==> src/rtl/tx_word_scheduler.sv <==
// tx_word_scheduler
//   Two requesters each hand over 16-bit words through a one-deep holding
//   register. A round-robin arbiter picks a pending word and serializes it
//   as two bytes to a ready/valid byte sink. A word's two bytes are always
//   sent back to back, and at least one idle cycle follows each word.
//
// Ports
//   clk                     system clock, rising edge
//   rst                     asynchronous reset, active low
//   ce                      clock enable; no state changes while low
//   req0_dv / req1_dv       single-cycle word strobes
//   req0_word / req1_word   16-bit words
//   req0_busy / req1_busy   holding register occupied
//   tx_ready                sink accepts the byte on byte_data this edge
//   byte_dv                 byte_data valid
//   byte_data               byte to sink ("byte" is a reserved word in SV)
//   grant                   requester that owns the word on byte_data
//   ovf                     sticky overflow flags, bit n = requester n
//
// FSM states
//   state  | meaning
//   IDLE   | no word in flight; selects a pending word if any
//   SEND_A | first byte on byte_data, waiting for tx_ready
//   SEND_B | second byte on byte_data, waiting for tx_ready
module tx_word_scheduler #(
  parameter bit HI_FIRST = 1'b0
) (
  input  logic        clk,
  input  logic        rst,
  input  logic        ce,
  input  logic        req0_dv,
  input  logic [15:0] req0_word,
  output logic        req0_busy,
  input  logic        req1_dv,
  input  logic [15:0] req1_word,
  output logic        req1_busy,
  input  logic        tx_ready,
  output logic        byte_dv,
  output logic [7:0]  byte_data,
  output logic        grant,
  output logic [1:0]  ovf
);

  typedef enum logic [1:0] {IDLE, SEND_A, SEND_B} state_t;

  state_t      state_q, state_d;
  logic        pend0_q, pend0_d;
  logic        pend1_q, pend1_d;
  logic [1:0]  ovf_q, ovf_d;
  logic        grant_q, grant_d;
  logic        last_q, last_d;
  logic [15:0] hold0_q, hold0_d;
  logic [15:0] hold1_q, hold1_d;
  logic [15:0] shift_q, shift_d;

  logic        take;
  logic        sel;

  // State register and control flops
  always_ff @(posedge clk or negedge rst) begin
    if (!rst) begin
      state_q <= IDLE;
      pend0_q <= 1'b0;
      pend1_q <= 1'b0;
      ovf_q   <= 2'b00;
      grant_q <= 1'b0;
      last_q  <= 1'b1;
    end else if (ce) begin
      state_q <= state_d;
      pend0_q <= pend0_d;
      pend1_q <= pend1_d;
      ovf_q   <= ovf_d;
      grant_q <= grant_d;
      last_q  <= last_d;
    end
  end

  // Data registers carry no meaning after reset, so they skip the reset net
  always_ff @(posedge clk) begin
    if (ce) begin
      hold0_q <= hold0_d;
      hold1_q <= hold1_d;
      shift_q <= shift_d;
    end
  end

  // Next-state logic and datapath updates
  always_comb begin
    // On a tie the requester not served last wins; otherwise whoever is pending
    sel     = (pend0_q && pend1_q) ? ~last_q : pend1_q;
    take    = (state_q == IDLE) && (pend0_q || pend1_q);

    state_d = state_q;
    case (state_q)
      IDLE:    if (pend0_q || pend1_q) state_d = SEND_A;
      SEND_A:  if (tx_ready)           state_d = SEND_B;
      SEND_B:  if (tx_ready)           state_d = IDLE;
      default:                         state_d = IDLE;
    endcase

    // A strobe while the slot is still full (including the edge that frees
    // it) is an overflow; the word is dropped.
    pend0_d = pend0_q;
    pend1_d = pend1_q;
    hold0_d = hold0_q;
    hold1_d = hold1_q;
    ovf_d   = ovf_q | {req1_dv & pend1_q, req0_dv & pend0_q};

    if (take && !sel) pend0_d = 1'b0;
    if (take &&  sel) pend1_d = 1'b0;
    if (req0_dv && !pend0_q) begin
      pend0_d = 1'b1;
      hold0_d = req0_word;
    end
    if (req1_dv && !pend1_q) begin
      pend1_d = 1'b1;
      hold1_d = req1_word;
    end

    shift_d = shift_q;
    grant_d = grant_q;
    last_d  = last_q;
    if (take) begin
      shift_d = sel ? hold1_q : hold0_q;
      grant_d = sel;
      last_d  = sel;
    end
  end

  // Outputs decode directly from registered state, so they stay stable
  // through stalls and while ce is low.
  always_comb begin
    byte_dv   = 1'b0;
    byte_data = 8'h00;
    case (state_q)
      SEND_A: begin
        byte_dv   = 1'b1;
        byte_data = HI_FIRST ? shift_q[15:8] : shift_q[7:0];
      end
      SEND_B: begin
        byte_dv   = 1'b1;
        byte_data = HI_FIRST ? shift_q[7:0] : shift_q[15:8];
      end
      default: begin
        byte_dv   = 1'b0;
        byte_data = 8'h00;
      end
    endcase
    grant     = grant_q;
    ovf       = ovf_q;
    req0_busy = pend0_q;
    req1_busy = pend1_q;
  end

endmodule

==> config.mk <==
export PLATFORM = sky130hd
export DESIGN_NAME = tx_word_scheduler
export DESIGN_NICKNAME = d
export VERILOG_FILES = /design/src/rtl/tx_word_scheduler.sv
export SDC_FILE = /design/constraint.sdc
export NUM_CORES = 1
export LEC_CHECK = 0
export ABC_AREA = 1
export ABC_CLOCK_PERIOD_IN_PS = 5100
export CAP_MARGIN = 20
export CORE_MARGIN = 3
export CORE_UTILIZATION = 53
export CTS_CLUSTER_DIAMETER = 40
export DETAILED_ROUTE_END_ITERATION = 8
export PLACE_DENSITY = 0.94
export SLEW_MARGIN = 15
export SYNTH_ARGS = -nofsm -noshare
export SYNTH_HDL_FRONTEND = slang
export SYNTH_SLANG_ARGS = --single-unit
==> constraint.sdc <==
create_clock -name clk -period 5.1 [get_ports clk]
set_input_delay 0.765 -clock clk [delete_from_list [all_inputs] [get_ports clk]]
set_output_delay 0.765 -clock clk [all_outputs]
set_load 0.05 [all_outputs]
**After elaboration in Yosys (flattened, before gate mapping)**

Index checks and enable logic that the tools add are counted.

- Bits in registers: 56
- Output and inout bits: 14
- Word-level logic and storage cells: 50

- Eq/ne operators: 5
- Mux-type cells: 12
- Bitwise logic cells: 4
- Reductions and logical operators: 20

Operators with widths:

| cell | count |
|---|---|
| $mux 16 | 1 |
| $pmux 8 s2 | 1 |
| $reduce_and 2->1 | 5 |
| $logic_and 1x1->1 | 6 |
| $mux 1 | 6 |
| $mux 2 | 3 |
| $pmux 2 s3 | 1 |
| $ne 2x2->1 const B | 2 |
| $reduce_and 4->1 | 1 |
| $reduce_bool 2->1 | 2 |
| $logic_not 1->1 | 3 |
| $and 1x1->1 | 2 |
| $eq 2x1->1 const B | 1 |
| $eq 2x2->1 const B | 1 |
| $logic_not 2->1 | 1 |
| $ne 2x1->1 const B | 1 |
| $or 2x2->2 | 1 |
| $reduce_or 2->1 | 1 |
| $logic_or 1x1->1 | 1 |
| $not 1->1 | 1 |

**Longest topological paths before layout**

- Word-level depth: 6
- Mapped depth: 7

**Worst setup path after synthesis**

OpenSTA, ideal clock, no wires.

- Path type: register -> output
- Start: reg state_q[0]
- End: out byte_data[0]
- Data arrival time: 2018 ps
- Required time: 4335 ps
- Path slack: 2317 ps
- Cell stages (with the launch flop): 5
- Buffers on the path: 0
- Path through: dfrtp_1 -> inv_1 -> ha_1 -> inv_1 -> a21oi_1

- Cells in the longest elaborated chain, start to end: 2
- Elaborated cells on any way between the ends: 3

Ends and longest elaborated chain:

| item | line | source |
|---|---|---|
| start, declared | 46 | `state_t state_q, state_d;` |
| start signal, assigned | 69 | `state_q <= state_d;` |
| $eq 2x2->1 / $eq 2x1->1 (equally long branches) | 135 | `case (state_q)` |
| $pmux 8 s2 (*) | 135 |  |
| end, declared | 39 | `output logic [7:0] byte_data,` |

Every way passes the cells marked *; elsewhere a longest branch is shown, timed or not.

**Worst setup path in the final report**

- Start: reg state_q[1]
- End: out byte_data[1]

Same word-level chain as after synthesis.

==> flow_metrics.env <==
export IMPL_setup_violations=0
export IMPL_ir_worst_vdd_v=0.000395
export IMPL_die_w_um=70.5
export IMPL_cts_resized=0
export IMPL_fp_dieH_um=70.5
export IMPL_clk_pin_slew_ns=0.10
export IMPL_seq_area_frac_synth=0.745
export IMPL_worstMarginPinSlew_ns=0.980
export IMPL_grt_ovfl_total=0
export IMPL_syn_avg_cell_area_sq_um=13.1
export IMPL_cap_violations=0
export IMPL_period_needed_ns=3.10
export IMPL_cts_htree_levels=2
export IMPL_antenna_found_initial=0
export IMPL_drtPass1Iterations=5
export IMPL_ant_nets=0
export IMPL_cp_arrival_ns=2.33
export IMPL_worstSetupStartpointType="register"
export IMPL_synth_common_cells="nand2_1, edfxtp_1, nand2_2, a21oi_1, dfrtp_1"
export IMPL_ys_flop_type="edfxtp_1"
export IMPL_ys_ff_latch=56
export IMPL_p_per_area_mw_per_mm2=580
export IMPL_synthArstFlopShare=0.143
export IMPL_yosysMostFrequentCell="nand2_1"
export IMPL_tns_ns=0
export IMPL_ys_warnings_count=0
export IMPL_r2r_slack_ns=3.13
export IMPL_die_area_sq_mm=0.00497
export IMPL_antenna_cells=0
export IMPL_clockPowerShare=0.203
export IMPL_hold_class="register to register"
export IMPL_utilization=0.758
export IMPL_drc=0
export IMPL_synthCells=168
export IMPL_drt_iter0_drc=154
export IMPL_p_sw_uw=652
export IMPL_netlist_cell_type_count=22
export IMPL_seq_power_share=0.400
export IMPL_comb_power_share=0.397
export IMPL_via_per_inst=5.22
export IMPL_core_sq_mm=0.00383
export IMPL_worstPathRequired_ns=4.34
export IMPL_critPathCaptureType="output pin"
export IMPL_grt_pass1_vias=1439
export IMPL_yosys_top_cells_area="edfxtp_1, nand2_1, dfrtp_1"
export IMPL_cts_setup_buffers=0
export IMPL_grt_max_degree=21
export IMPL_cts_max_path_buffers=2
export IMPL_skew_ns=0.00418
export IMPL_cts_root_buf="clkbuf_8"
export IMPL_synth_area_leader_cell="edfxtp_1"
export IMPL_nets=267
export IMPL_rows=22
export IMPL_crit_path_start="state_q[1]"
export IMPL_syn_area_sq_mm=0.00220
export IMPL_track_usage=0.195
export IMPL_p_int_uw=1030
export IMPL_io_pin_count=52
export IMPL_worstSkewPairLatency_ns=0.30
export IMPL_cts_tree="built"
export IMPL_port_buffers=51
export IMPL_rsz0062_at_grt="false"
export IMPL_critical_path_class="register to output pin"
export IMPL_initial_utilization=0.576
export IMPL_slew_violations=0
export IMPL_worstHoldStart="ovf[1]"
export IMPL_dpl_cell_count=265
export IMPL_hold_slack_ns=0.496
export IMPL_synth_edff_count=48
export IMPL_layout_worst_path_cycle_share=0.607
export IMPL_wl_per_cell_um=16.1
export IMPL_hold_viol=0
export IMPL_max_freq_ghz=0.323
export IMPL_holdBufCountCts=0
export IMPL_rr_startpoint="state_q[0]"
export IMPL_synth_nets=211
export IMPL_stdcell_count=273
export IMPL_path_max_fanout=9
export IMPL_numCtsBuffers=5
export IMPL_switching_share=0.388
export IMPL_drive_gt1_frac=0.124
export IMPL_p_leak_uw=0.00110
export IMPL_totalWireLength_um=4390
export IMPL_cts_sinks=56
export IMPL_synth_top_area_frac=0.654
export IMPL_outcome="complete, no violations"
export IMPL_place_congestion=0.753
export IMPL_vias=1425
export IMPL_hpwl_um=3000
export IMPL_area_delta_synth_final_pct=31.6
export IMPL_total_power_uw=1680
export IMPL_grt_pass1_wl_um=7220
export IMPL_relSlewSlack=0.346
==> state kept, by name (all words and copies together), names as in the netlist <==
signal     cells
grant          1
hold0_q       16
hold1_q       16
last_q         1
ovf            2
req0_busy      1
req1_busy      1
shift_q       16
state_q        2
==> routing by layer <==
layer	track usage	routed length, um	part of all wire	vias up
li1	-	-	-	679
met1	0.230	1670	0.38	682
met2	0.348	2420	0.55	58
met3	0.0460	247	0.056	6
met4	0.0638	57	0.013	0
met5	0	0	0	-
==> cell families after synthesis <==
family | Yosys count | share of synthesized area
DFF | 56 | 0.745
adders and majority gates | 5 | 0.0284
buffers and inverters | 9 | 0.0216
AOI/OAI and AO/OA | 15 | 0.0414
and+or+nand+nor | 83 | 0.163
==> final timing paths <==
path / end / cells after the start
worst max-delay path: byte_data[1] / 5
worst min register to register: ovf[1] / 1
worst max register to register: req0_busy / 7
worst min-delay path: ovf[1] / 1
max in group asynchronous: last_q / 1
min in group asynchronous: ovf[1] / 1
==> cell type report <==
| type | count | area, sq um |
|---|---|---|
| sequential | 56 | 1640 |
| fill | 236 | 925 |
| timing repair buffer | 53 | 526 |
| multi-input combinational | 103 | 514 |
| clock buffer | 5 | 68.8 |
| clock inverter | 3 | 68.8 |
| tap | 48 | 60.1 |
| inverter | 5 | 21.3 |
==> critical path, cell delays in order (launching register included) <==
cell and delay [ns]:
dfrtp_1 0.41, inv_1 0.13, ha_1 0.37, nand2_1 0.10
a21oi_1 0.19, clkdlybuf4s50_1 0.83
==> layout by cell type, fill, tap and decap left out <==
master,netlist,final
nand4_1,2,2
nand2_2,13,13
o21bai_1,2,2
dfstp_2,1,1
inv_1,4,4
nand3_1,1,1
o21a_1,2,2
buf_4,1,2
o21ai_1,1,1
nor2_1,3,3
bufinv_16,0,2
nor2_2,1,1
inv_6,0,1
a21oi_1,8,8
clkbuf_8,0,5
nand2_4,1,1
inv_4,1,1
a31o_2,1,1
dfrtp_1,7,7
nand2_1,62,62
a22oi_1,1,1
ha_1,5,5
clkdlybuf4s50_1,0,51
edfxtp_1,48,48
==> power by group through the flow <==
stage	clock network [uW]	logic [uW]	registers, uW
after detailed placement	0	663	682
final	341	668	673
after CTS	340	671	673
after floorplan	0	433	712
after global placement	0	641	678
after global routing	366	729	682
==> stage by stage <==
stage	setup slack (ns)	cell area, sq um
2_1_floorplan	2.32	2200
3_3_place_gp	2.43	2760
3_5_place_dp	2.35	2760
4_1_cts	1.99	2900
5_1_grt	1.85	2900
6_report	2.00	2900
Power figures use the tool's default switching activity.
